<file path="src/rtl/pipe_hazard_ctrl.sv">
// Stall/flush sequencer for a 5-stage MIPS pipeline: decodes load-use, taken-branch
// and data-memory-wait hazards into register enables/bubbles, with a timeout watchdog.
module pipe_hazard_ctrl #(
  parameter int MEM_TIMEOUT = 16,
  parameter int CNT_W       = 16
) (
  input  logic             clk,
  input  logic             rst_n,
  input  logic [4:0]       id_rs,
  input  logic [4:0]       id_rt,
  input  logic             id_uses_rt,
  input  logic             ex_memread,
  input  logic [4:0]       ex_rt,
  input  logic             ex_branch_taken,
  input  logic             mem_req,
  input  logic             mem_ready,
  output logic             pc_en,
  output logic             ifid_en,
  output logic             idex_en,
  output logic             exmem_en,
  output logic             memwb_en,
  output logic             ifid_flush,
  output logic             idex_flush,
  output logic             memwb_flush,
  output logic             mem_err,
  output logic [CNT_W-1:0] stall_cnt
);

  localparam int WW = $clog2(MEM_TIMEOUT + 1);
  localparam logic [WW-1:0] TMO    = WW'(MEM_TIMEOUT);
  localparam logic [WW-1:0] TMO_M1 = WW'(MEM_TIMEOUT - 1);

  // Control word order: {pc, ifid, idex, exmem, memwb enables, ifid, idex, memwb flushes}
  localparam logic [7:0] CTL_NORMAL = 8'b11111_000;
  localparam logic [7:0] CTL_MEMSTL = 8'b00000_001;
  localparam logic [7:0] CTL_BRANCH = 8'b11111_110;
  localparam logic [7:0] CTL_LDUSE  = 8'b00111_010;
  localparam logic [7:0] CTL_HALT   = 8'b00000_000;

  typedef enum logic [1:0] {
    RUN      = 2'd0,
    MEM_WAIT = 2'd1,
    ERROR    = 2'd2
  } state_t;

  state_t        state;
  logic [WW-1:0] wait_cnt;
  logic          load_use;
  logic          mem_stall;
  logic [7:0]    release_ctl;
  logic [7:0]    ctl;

  assign load_use  = ex_memread & (ex_rt != 5'd0) &
                     ((ex_rt == id_rs) | (id_uses_rt & (ex_rt == id_rt)));
  assign mem_stall = mem_req & ~mem_ready;

  // Branch squashes the ID instruction, so it outranks any load-use on it.
  always_comb begin
    if (ex_branch_taken) begin
      release_ctl = CTL_BRANCH;
    end else if (load_use) begin
      release_ctl = CTL_LDUSE;
    end else begin
      release_ctl = CTL_NORMAL;
    end
  end

  always_comb begin
    ctl = CTL_HALT;
    case (state)
      RUN:      ctl = mem_stall ? CTL_MEMSTL : release_ctl;
      MEM_WAIT: ctl = mem_ready ? release_ctl : CTL_MEMSTL;
      ERROR:    ctl = CTL_HALT;
      default:  ctl = CTL_HALT;
    endcase
    if (!rst_n) begin
      ctl = CTL_HALT;
    end else begin
      ctl = ctl;
    end
  end

  assign {pc_en, ifid_en, idex_en, exmem_en, memwb_en,
          ifid_flush, idex_flush, memwb_flush} = ctl;

  // The wait cycle spent in RUN counts as the first, so ERROR follows the cycle that
  // brings the count to MEM_TIMEOUT.
  always_ff @(posedge clk or negedge rst_n) begin
    if (!rst_n) begin
      state     <= RUN;
      wait_cnt  <= '0;
      stall_cnt <= '0;
      mem_err   <= 1'b0;
    end else begin
      if (!pc_en && (stall_cnt != {CNT_W{1'b1}})) begin
        stall_cnt <= stall_cnt + CNT_W'(1);
      end
      case (state)
        RUN: begin
          if (mem_stall) begin
            wait_cnt <= WW'(1);
            if (MEM_TIMEOUT <= 1) begin
              state   <= ERROR;
              mem_err <= 1'b1;
            end else begin
              state <= MEM_WAIT;
            end
          end
        end
        MEM_WAIT: begin
          if (mem_ready) begin
            state    <= RUN;
            wait_cnt <= '0;
          end else begin
            if (wait_cnt < TMO) begin
              wait_cnt <= wait_cnt + WW'(1);
            end
            if (wait_cnt >= TMO_M1) begin
              state   <= ERROR;
              mem_err <= 1'b1;
            end
          end
        end
        ERROR: begin
          mem_err <= 1'b1;
        end
        default: begin
          state <= RUN;
        end
      endcase
    end
  end

endmodule

</file>
<file path="config.mk">
export PLATFORM = sky130hd
export DESIGN_NAME = pipe_hazard_ctrl
export DESIGN_NICKNAME = d
export VERILOG_FILES = /design/src/rtl/pipe_hazard_ctrl.sv
export SDC_FILE = /design/constraint.sdc
export NUM_CORES = 1
export LEC_CHECK = 0
export CAP_MARGIN = 20
export CORE_MARGIN = 4
export CORE_UTILIZATION = 48
export CTS_CLUSTER_DIAMETER = 120
export DETAILED_ROUTE_END_ITERATION = 8
export PLACE_DENSITY = 0.85
export SYNTH_ARGS = -nofsm -noshare
export SYNTH_HDL_FRONTEND = slang
export SYNTH_SLANG_ARGS = --single-unit
</file>
<file path="constraint.sdc">
create_clock -name clk -period 5.4 [get_ports clk]
set_clock_uncertainty 0.2 [all_clocks]
set_input_delay 1.08 -clock clk [delete_from_list [all_inputs] [get_ports clk]]
set_output_delay 1.08 -clock clk [all_outputs]
set_load 0.01 [all_outputs]
</file>
==> results.tsv, run 1 <==
stage	metric	value	unit
global_route	Total GRT Usage	17.7	%
clock_tree	CTS Hold Bufs	0	
global_route	vias in the first global route	1134	
die	row count	19	
yosys	Top FF cell, synth	dfrtp_1	
power_and_ir_drop	sw power	0.190	mW
yosys	Synthesis Warnings	0	
global_route	GRT overflow	0	
global_route	initial antenna violation count	0	
layout	Area Overhead vs Synth	36.6	%
timing	RSZ-0062 raised after global routing	false	
timing	final setup fails	0	
layout	Layout Nets	211	
clock_tree	CTS buffer count	3	
routing	DR iter-0 viols	74	
yosys	sequential area share after synthesis	43.5	%
layout	share of cells above drive strength 1	6.49	%
power_and_ir_drop	Pint	0.379	mW
die	io pins	47	
timing	Slew @ Worst Pin	0.575	ns
timing	Worst slew margin	61.5	%
clock_tree	clock latency on the worst-skew pair	0.32	ns
power_and_ir_drop	VDD IR max	0.000288	V
routing	Vias/cell	5.61	
critical_path	Stages on worst setup path	5	
power_and_ir_drop	combinational power share	36.4	%
yosys	post-synth top area share	43.5	%
critical_path	Worst Setup Start Kind	input port	
yosys	Post-synth EDFFs	0	
clock_tree	Clock Root Buffer	clkbuf_4	
power_and_ir_drop	Clk pwr share	16.8	%
critical_path	Max stage delay on crit path	0.67	ns
power_and_ir_drop	pwr/cell area	302	nW/um^2
routing	vias	1211	
die	DIE WIDTH	61.6	um
clock_tree	CTS sink count	24	
layout	Final Util	68.4	%
layout	Post-Layout Cell Count	216	
critical_path	cell repeated most along the worst path	clkdlybuf4s50_1	
yosys	Net Count, Synth	164	
routing	wire per inst	14.8	um
critical_path	Critical Setup Path Class	input port to primary output	
routing	antenna viol nets, final	0	
place	RD Place Congestion	0.847	
global_route	global-route wire length before repair	5.13	mm
routing	DR pass1 iterations	4	
place	IO buf count	46	
layout	most frequent cells in the layout	clkdlybuf4s50_1, dfrtp_1, xor2_1, nor2_1, nand2_1	
clock_tree	total setup buffers inserted after CTS	0	
place	DP HPWL	2.51	mm
die	Starting Density	50.0	%
timing	Max Clock Freq	0.211	GHz
critical_path	Critical Path AT	3.46	ns
critical_path	crit-path leading delay family	buffers and inverters	
clock_tree	Reg clk slew, reported paths	0.13	ns
power_and_ir_drop	LEAKAGE	0.768	nW
critical_path	WP data required	4.12	ns
yosys	Post-Synthesis Cells	139	
yosys	mapped cell area	1380	sq um
power_and_ir_drop	Seq pwr share	46.8	%
clock_tree	CTS tree	done	
outcome	run status	completed	
hold_path	Hold WC Path Type	register to register	
timing	final worst-path cycle share	87.8	%
yosys	Async S/R FF share, synth	100	%
critical_path	r2r worst-path depth	6	
timing	Hold Fails Final Rpt	0	
yosys	dominant cell type by area after synthesis	dfrtp_1	
yosys	Synth cell types	37	
power_and_ir_drop	Net Sw Frac	33.4	%
critical_path	crit path cell chain	clkdlybuf4s50_1 -> or4_2 -> o21ai_0 -> o31a_2 -> clkdlybuf4s50_1	
clock_tree	Post-CTS Resized	0	
routing	final WL	3.21	mm
power_and_ir_drop	total power	0.569	mW
layout	antenna diode instance count	0	
place	Placed Cells	212	
clock_tree	Max clock buf depth	2	
critical_path	critical path endpoint category	primary output	
die	DIE HEIGHT	61.6	um
timing	setup TNS	0	ns
yosys	top cells by area, synth	dfrtp_1, xor2_1, nor4b_1	
clock_tree	H-tree levels	1	
timing	final period demand of the worst path	4.74	ns
global_route	largest net degree at the start of global routing	26	
yosys	Mean Syn Cell Area	9.93	sq um
die	total core area	2760	sq um
critical_path	worst-path fanout max	17	
flow_run	Max-Cap Viols	0	
routing	residual DRC count	0	
critical_path	CP bufs+invs	2	
layout	commonest non-fill, non-tap cell in the layout	clkdlybuf4s50_1	
yosys	Synth Register Bits	24	
die	Total Die Area	3800	sq um
critical_path	Slowest-stage cell, CP	or4_2	
timing	Max Transition Viols Final	0	
hold_path	worst hold stages	1	
power groups by stage:
stage	logic [mW]	clock network [mW]	registers, mW
4_1_cts	0.210	0.0985	0.266
5_1_grt	0.229	0.104	0.276
2_1_floorplan	0.0838	0	0.276
3_3_place_gp	0.205	0	0.266
3_5_place_dp	0.208	0	0.269
6_report	0.207	0.0957	0.266
logic make-up after synthesis:
group | after synthesis | share of synthesized area, %
simple gates | 60 | 24.0
fa+ha+maj | 3 | 2.72
xor+xnor | 25 | 15.9
compound gates | 17 | 8.80
mux | 2 | 1.54
flops | 24 | 43.5
buf+inv | 8 | 3.54
layout make-up:
cell class	count	area (sq um)
inverters	3	11.3
well taps	31	38.8
repair buffers	47	468
flip-flops and latches	24	601
clock buffers	4	36.3
fillers	223	872
multi-input cells	107	731
flip-flops by register name (all words and copies together) (netlist names):
register   flops
stall_cnt     16
mem_err        1
state          2
wait_cnt       5
metrics by stage:
step,area (sq um),hold slack (ns),setup slack (ns)
after floorplan,1380,0.267,1.71
after global placement,1850,0.255,0.735
after detailed placement,1850,0.269,0.659
after CTS,1890,0.299,0.655
after global routing,1890,0.325,0.501
final,1890,0.288,0.656
path summary, 6_finish.rpt:
check	startpoint	end	slack [ns]
max in group asynchronous	rst_n	wait_cnt[3]$_DFFE_PN0P_	3.78
min in group asynchronous	rst_n	stall_cnt[9]$_DFFE_PN0P_	0.98
hold reg to reg	mem_err$_DFFE_PN0P_	mem_err$_DFFE_PN0P_	0.29
setup / recovery	ex_rt[1]	ifid_en	0.66
hold / removal	mem_err$_DFFE_PN0P_	mem_err$_DFFE_PN0P_	0.29
setup reg to reg	stall_cnt[4]$_DFFE_PN0P_	stall_cnt[1]$_DFFE_PN0P_	3.07
cells in the mapped netlist, types with 2 or more instances:
| cell type | instances |
|---|---|
| a21oi_1 | 3 |
| and3_1 | 3 |
| buf_4 | 3 |
| dfrtp_1 | 24 |
| ha_1 | 3 |
| inv_1 | 3 |
| nand2_1 | 10 |
| nand3_1 | 7 |
| nand3b_1 | 2 |
| nand4_1 | 3 |
| nor2_1 | 13 |
| nor3_1 | 7 |
| nor4_1 | 2 |
| nor4b_1 | 6 |
| o21ai_0 | 4 |
| o221ai_1 | 2 |
| xnor2_1 | 2 |
| xor2_1 | 23 |
worst reg2reg max path: cells and delay by family (launching register included):
kind | cells | cell delay, ns
muxes | 1 | 0.30
and+or+nand+nor | 5 | 1.28
DFF | 1 | 0.46
layer usage:
metal	vias up	share of wire [%]	wire (um)	GRT usage [%]
li1	587	-	-	-
met1	593	40	1280	22.7
met2	31	55	1760	31.5
met3	0	4.9	157	4.40
met4	0	0	0	0.909
met5	-	0	0	0
Note: power is estimated with default switching activity, not from simulation.
==> run 2: changes to the inputs <==
--- a/config.mk
+++ b/config.mk
@@ -7,10 +7,10 @@
 export LEC_CHECK = 0
 export CAP_MARGIN = 20
 export CORE_MARGIN = 4
-export CORE_UTILIZATION = 48
+export CORE_UTILIZATION = 41
 export CTS_CLUSTER_DIAMETER = 120
 export DETAILED_ROUTE_END_ITERATION = 8
-export PLACE_DENSITY = 0.85
+export PLACE_DENSITY = 0.77
 export SYNTH_ARGS = -nofsm -noshare
 export SYNTH_HDL_FRONTEND = slang
 export SYNTH_SLANG_ARGS = --single-unit
==> constraint.sdc (replaced) <==
create_clock -name clk -period 3.9 [get_ports clk]
set_clock_uncertainty 0.2 [all_clocks]
set_input_delay 0.78 -clock clk [delete_from_list [all_inputs] [get_ports clk]]
set_output_delay 0.78 -clock clk [all_outputs]
set_load 0.01 [all_outputs]
==> results.tsv, run 2 (synthesis results as in run 1) <==
stage	metric	value	unit
outcome	run status	completed	
layout	most frequent cells in the layout	clkdlybuf4s50_1, dfrtp_1, xor2_1, nor2_1, nand2_1	
clock_tree	CTS tree	done	
clock_tree	CTS buffer count	3	
die	io pins	47	
critical_path	critical path endpoint category	primary output	
routing	wire per inst	14.4	um
clock_tree	Max clock buf depth	2	
routing	DR iter-0 viols	72	
clock_tree	Reg clk slew, reported paths	0.13	ns
global_route	GRT overflow	0	
hold_path	Hold WC Path Type	register to register	
critical_path	crit-path leading delay family	buffers and inverters	
layout	Area Overhead vs Synth	38.9	%
routing	antenna viol nets, final	0	
routing	final WL	3.33	mm
clock_tree	CTS sink count	24	
power_and_ir_drop	pwr/cell area	413	nW/um^2
timing	Slew @ Worst Pin	0.562	ns
layout	Biggest register	stall_cnt	
die	total core area	3130	sq um
critical_path	Slowest-stage cell, CP	or4_2	
layout	antenna diode instance count	0	
critical_path	Max stage delay on crit path	0.66	ns
die	row count	20	
critical_path	worst-path fanout max	3	
layout	Layout Nets	213	
critical_path	crit path cell chain	clkdlybuf4s50_1 -> or4_2 -> o21ai_1 -> o31a_2 -> clkdlybuf4s50_1	
timing	setup TNS	0	ns
critical_path	Worst Setup Start Kind	input port	
clock_tree	Clock Root Buffer	clkbuf_4	
die	DIE WIDTH	66.0	um
timing	final setup fails	0	
place	DP HPWL	2.63	mm
timing	RSZ-0062 raised after global routing	false	
clock_tree	clock latency on the worst-skew pair	0.31	ns
routing	vias	1220	
critical_path	cell repeated most along the worst path	clkdlybuf4s50_1	
routing	DR pass1 iterations	5	
critical_path	WP data required	2.92	ns
timing	Worst slew margin	62.3	%
global_route	initial antenna violation count	0	
timing	final worst-path cycle share	97.4	%
timing	Max Clock Freq	0.263	GHz
place	pre-CTS worst setup slack	0.0289	ns
place	RD Place Congestion	0.873	
die	Total Die Area	4360	sq um
place	IO buf count	46	
critical_path	CP bufs+invs	2	
global_route	largest net degree at the start of global routing	26	
power_and_ir_drop	VDD IR max	0.000284	V
clock_tree	H-tree levels	1	
power_and_ir_drop	total power	0.791	mW
global_route	global-route wire length before repair	5.55	mm
timing	Hold Fails Final Rpt	0	
timing	Max Transition Viols Final	0	
power_and_ir_drop	LEAKAGE	0.778	nW
global_route	Total GRT Usage	16.1	%
routing	Vias/cell	5.28	
timing	setup ws final	0.103	ns
critical_path	Critical Path AT	2.82	ns
flow_run	Max-Cap Viols	0	
critical_path	Critical Setup Path Class	input port to primary output	
layout	commonest non-fill, non-tap cell in the layout	clkdlybuf4s50_1	
die	DIE HEIGHT	66.0	um
layout	share of cells above drive strength 1	7.49	%
timing	final period demand of the worst path	3.80	ns
global_route	vias in the first global route	1206	
clock_tree	total setup buffers inserted after CTS	0	
routing	residual DRC count	0	
layout	Regs by FF count	stall_cnt: 16 flops, wait_cnt: 5 flops, state: 2 flops	
die	Starting Density	44.1	%
layout	max reg flops	16	
-- run 2: final timing paths --
check / depth (start not counted) / slack, ns / to / startpoint
setup / recovery: 5 / 0.10 / ifid_en / ex_rt[2]
hold / removal: 1 / 0.29 / mem_err$_DFFE_PN0P_ / mem_err$_DFFE_PN0P_
setup reg to reg: 6 / 1.64 / stall_cnt[1]$_DFFE_PN0P_ / stall_cnt[4]$_DFFE_PN0P_
hold reg to reg: 1 / 0.29 / mem_err$_DFFE_PN0P_ / mem_err$_DFFE_PN0P_
max in group asynchronous: 2 / 2.60 / stall_cnt[15]$_DFFE_PN0P_ / rst_n
min in group asynchronous: 2 / 0.67 / state[0]$_DFFE_PN0P_ / rst_n
-- run 2: layer usage --
metal / part of all wire [%] / track usage (%)
met5: 0 / 0
met4: 0.42 / 1.52
met3: 5.1 / 4.59
met2: 51 / 28.0
met1: 43 / 20.5
-- run 2: final cells by class --
| cell class | count | area (sq um) |
|---|---|---|
| Clock buffer | 4 | 36.3 |
| Fill cell | 274 | 1210 |
| Inverter | 3 | 11.3 |
| Multi-Input combinational cell | 107 | 731 |
| Sequential cell | 24 | 601 |
| Tap cell | 44 | 55.1 |
| Timing Repair Buffer | 49 | 483 |
-- run 2: where the power goes --
group | total [mW] | switching [mW] | internal [mW]
Sequential | 0.371 | 0.0708 | 0.300
Combinational | 0.292 | 0.123 | 0.169
Clock | 0.129 | 0.0717 | 0.0570
-- run 2: per-stage QoR --
| stage | area [sq um] | std cells | hold slack (ns) | utilization (%) |
|---|---|---|---|---|
| finish | 1920 | 231 | 0.293 | 61.3 |
| global route | 1920 | 231 | 0.321 | 61.3 |
| CTS | 1920 | 231 | 0.297 | 61.3 |
| detailed placement | 1880 | 227 | 0.267 | 60.1 |
| global placement | 1880 | 227 | 0.257 | 60.1 |
| floorplan | 1380 | 139 | 0.267 | - |
-- run 2: timing repair --
item                       in CTS  in global routing
hold buffers                    0                  0
setup endpoints to repair       0                  3
resized for setup               0                  1
==> run 3: changes to the inputs <==
==> constraint.sdc (replaced) <==
create_clock -name clk -period 3.9 [get_ports clk]
set_clock_uncertainty 0.2 [all_clocks]
set_input_delay 0.39 -clock clk [delete_from_list [all_inputs] [get_ports clk]]
set_output_delay 0.39 -clock clk [all_outputs]
set_load 0.01 [all_outputs]
==> results.tsv, run 3 (synthesis results as in run 1) <==
stage	metric	value	unit
routing	wire per inst	14.4	um
power_and_ir_drop	Pint	0.503	mW
routing	vias	1197	
timing	setup ws final	0.549	ns
timing	final worst-path cycle share	85.9	%
critical_path	Worst Setup Start Kind	input port	
power_and_ir_drop	pwr/cell area	404	nW/um^2
clock_tree	Post-CTS Resized	0	
global_route	global-route wire length before repair	5.38	mm
timing	final period demand of the worst path	3.35	ns
place	DP HPWL	2.59	mm
routing	antenna viol nets, final	0	
timing	setup TNS	0	ns
place	pre-CTS worst setup slack	0.561	ns
layout	Final Util	60.4	%
timing	Hold Fails Final Rpt	0	
global_route	Total GRT Usage	15.7	%
power_and_ir_drop	LEAKAGE	0.761	nW
clock_tree	CTS Hold Bufs	0	
layout	fillers	278	
layout	Area Overhead vs Synth	36.8	%
clock_tree	CTS sink count	24	
clock_tree	clock latency on the worst-skew pair	0.31	ns
layout	commonest non-fill, non-tap cell in the layout	clkdlybuf4s50_1	
layout	Regs by FF count	stall_cnt: 16 flops, wait_cnt: 5 flops, state: 2 flops	
clock_tree	CTS tree	done	
die	Starting Density	44.1	%
die	row count	20	
critical_path	WP data required	3.31	ns
critical_path	reg-to-reg slack, setup	1.64	ns
die	Total Die Area	4360	sq um
power_and_ir_drop	Clk pwr share	14.2	%
power_and_ir_drop	total power	0.763	mW
power_and_ir_drop	VDD IR max	0.000342	V
routing	Vias/cell	5.25	
layout	antenna diode instance count	0	
layout	Biggest register	stall_cnt	
timing	final setup fails	0	
place	RD Place Congestion	0.829	
die	DIE WIDTH	66.0	um
routing	DR iter-0 viols	76	
layout	max reg flops	16	
power_and_ir_drop	Seq pwr share	48.1	%
routing	residual DRC count	0	
critical_path	critical path endpoint category	primary output	
critical_path	Critical Setup Path Class	input port to primary output	
layout	fin area	1890	sq um
global_route	vias in the first global route	1171	
routing	DR pass1 iterations	4	
clock_tree	H-tree levels	1	
clock_tree	total setup buffers inserted after CTS	0	
die	total core area	3130	sq um
critical_path	worst-path fanout max	17	
global_route	largest net degree at the start of global routing	26	
power_and_ir_drop	combinational power share	37.7	%
die	DIE HEIGHT	66.0	um
clock_tree	Clock Root Buffer	clkbuf_4	
layout	most frequent cells in the layout	clkdlybuf4s50_1, dfrtp_1, xor2_1, nor2_1, nand2_1	
timing	Max Clock Freq	0.298	GHz
outcome	run status	completed	
global_route	GRT overflow	0	
layout	Layout Nets	211	
timing	Max Transition Viols Final	0	
place	IO buf count	46	
timing	RSZ-0062 raised after global routing	false	
layout	share of cells above drive strength 1	5.98	%
power_and_ir_drop	sw power	0.260	mW
clock_tree	Max clock buf depth	2	
global_route	initial antenna violation count	0	
timing	Worst slew margin	63.0	%
critical_path	Critical Path AT	2.76	ns
power_and_ir_drop	Net Sw Frac	34.1	%
timing	Slew @ Worst Pin	0.552	ns
clock_tree	Reg clk slew, reported paths	0.13	ns
flow_run	Max-Cap Viols	0	
clock_tree	CTS buffer count	3	
routing	final WL	3.27	mm
hold_path	Hold WC Path Type	input port to asynchronous set/reset pin	
place	DP Area	1870	sq um
die	io pins	47	
-- run 3: cell type report --
type / instances / area, sq um / share of cell area (%)
Clock buffer: 3 / 22.5 / 1.19
Inverter: 3 / 11.3 / 0.596
Multi-Input combinational cell: 107 / 731 / 38.7
Sequential cell: 24 / 601 / 31.8
Tap cell: 44 / 55.1 / 2.92
Timing Repair Buffer: 47 / 468 / 24.8
-- run 3: path summary, 6_finish.rpt --
| kind | from | endpoint | depth (start not counted) |
|---|---|---|---|
| max | ex_rt[1] | ifid_en | 5 |
| min | rst_n | wait_cnt[4]$_DFFE_PN0P_ | 2 |
| max reg2reg | stall_cnt[4]$_DFFE_PN0P_ | stall_cnt[1]$_DFFE_PN0P_ | 6 |
| min reg2reg | mem_err$_DFFE_PN0P_ | mem_err$_DFFE_PN0P_ | 1 |
| max in group asynchronous | rst_n | stall_cnt[0]$_DFFE_PN0P_ | 2 |
| min in group clk | mem_err$_DFFE_PN0P_ | mem_err$_DFFE_PN0P_ | 1 |
-- run 3: per-stage QoR --
| stage | instances | hold slack [ns] |
|---|---|---|
| CTS | 228 | 0.289 |
| floorplan | 139 | -0.106 |
| global route | 228 | 0.313 |
| finish | 228 | 0.280 |
| detailed placement | 225 | 0.264 |
| global placement | 225 | 0.257 |
-- run 3: critical path, cell delays in order --
cell             delay, ns
clkdlybuf4s50_1       0.47
or4_2                 0.67
o21ai_0               0.25
o31a_2                0.37
clkdlybuf4s50_1       0.61
-- run 3: routing by layer --
layer / track usage (%) / vias to the layer above / routed length [um]
met5: 0 / - / 0
met4: 1.52 / 0 / 4
met3: 4.76 / 2 / 149
met2: 26.9 / 28 / 1670
met1: 20.2 / 579 / 1450
li1: - / 588 / -
-- run 3: power groups by stage --
stage	clock network, mW	logic, mW	registers [mW]
CTS	0.115	0.293	0.368
global route	0.122	0.317	0.377
finish	0.108	0.288	0.368
detailed placement	0	0.291	0.372
global placement	0	0.284	0.369
floorplan	0	0.116	0.382
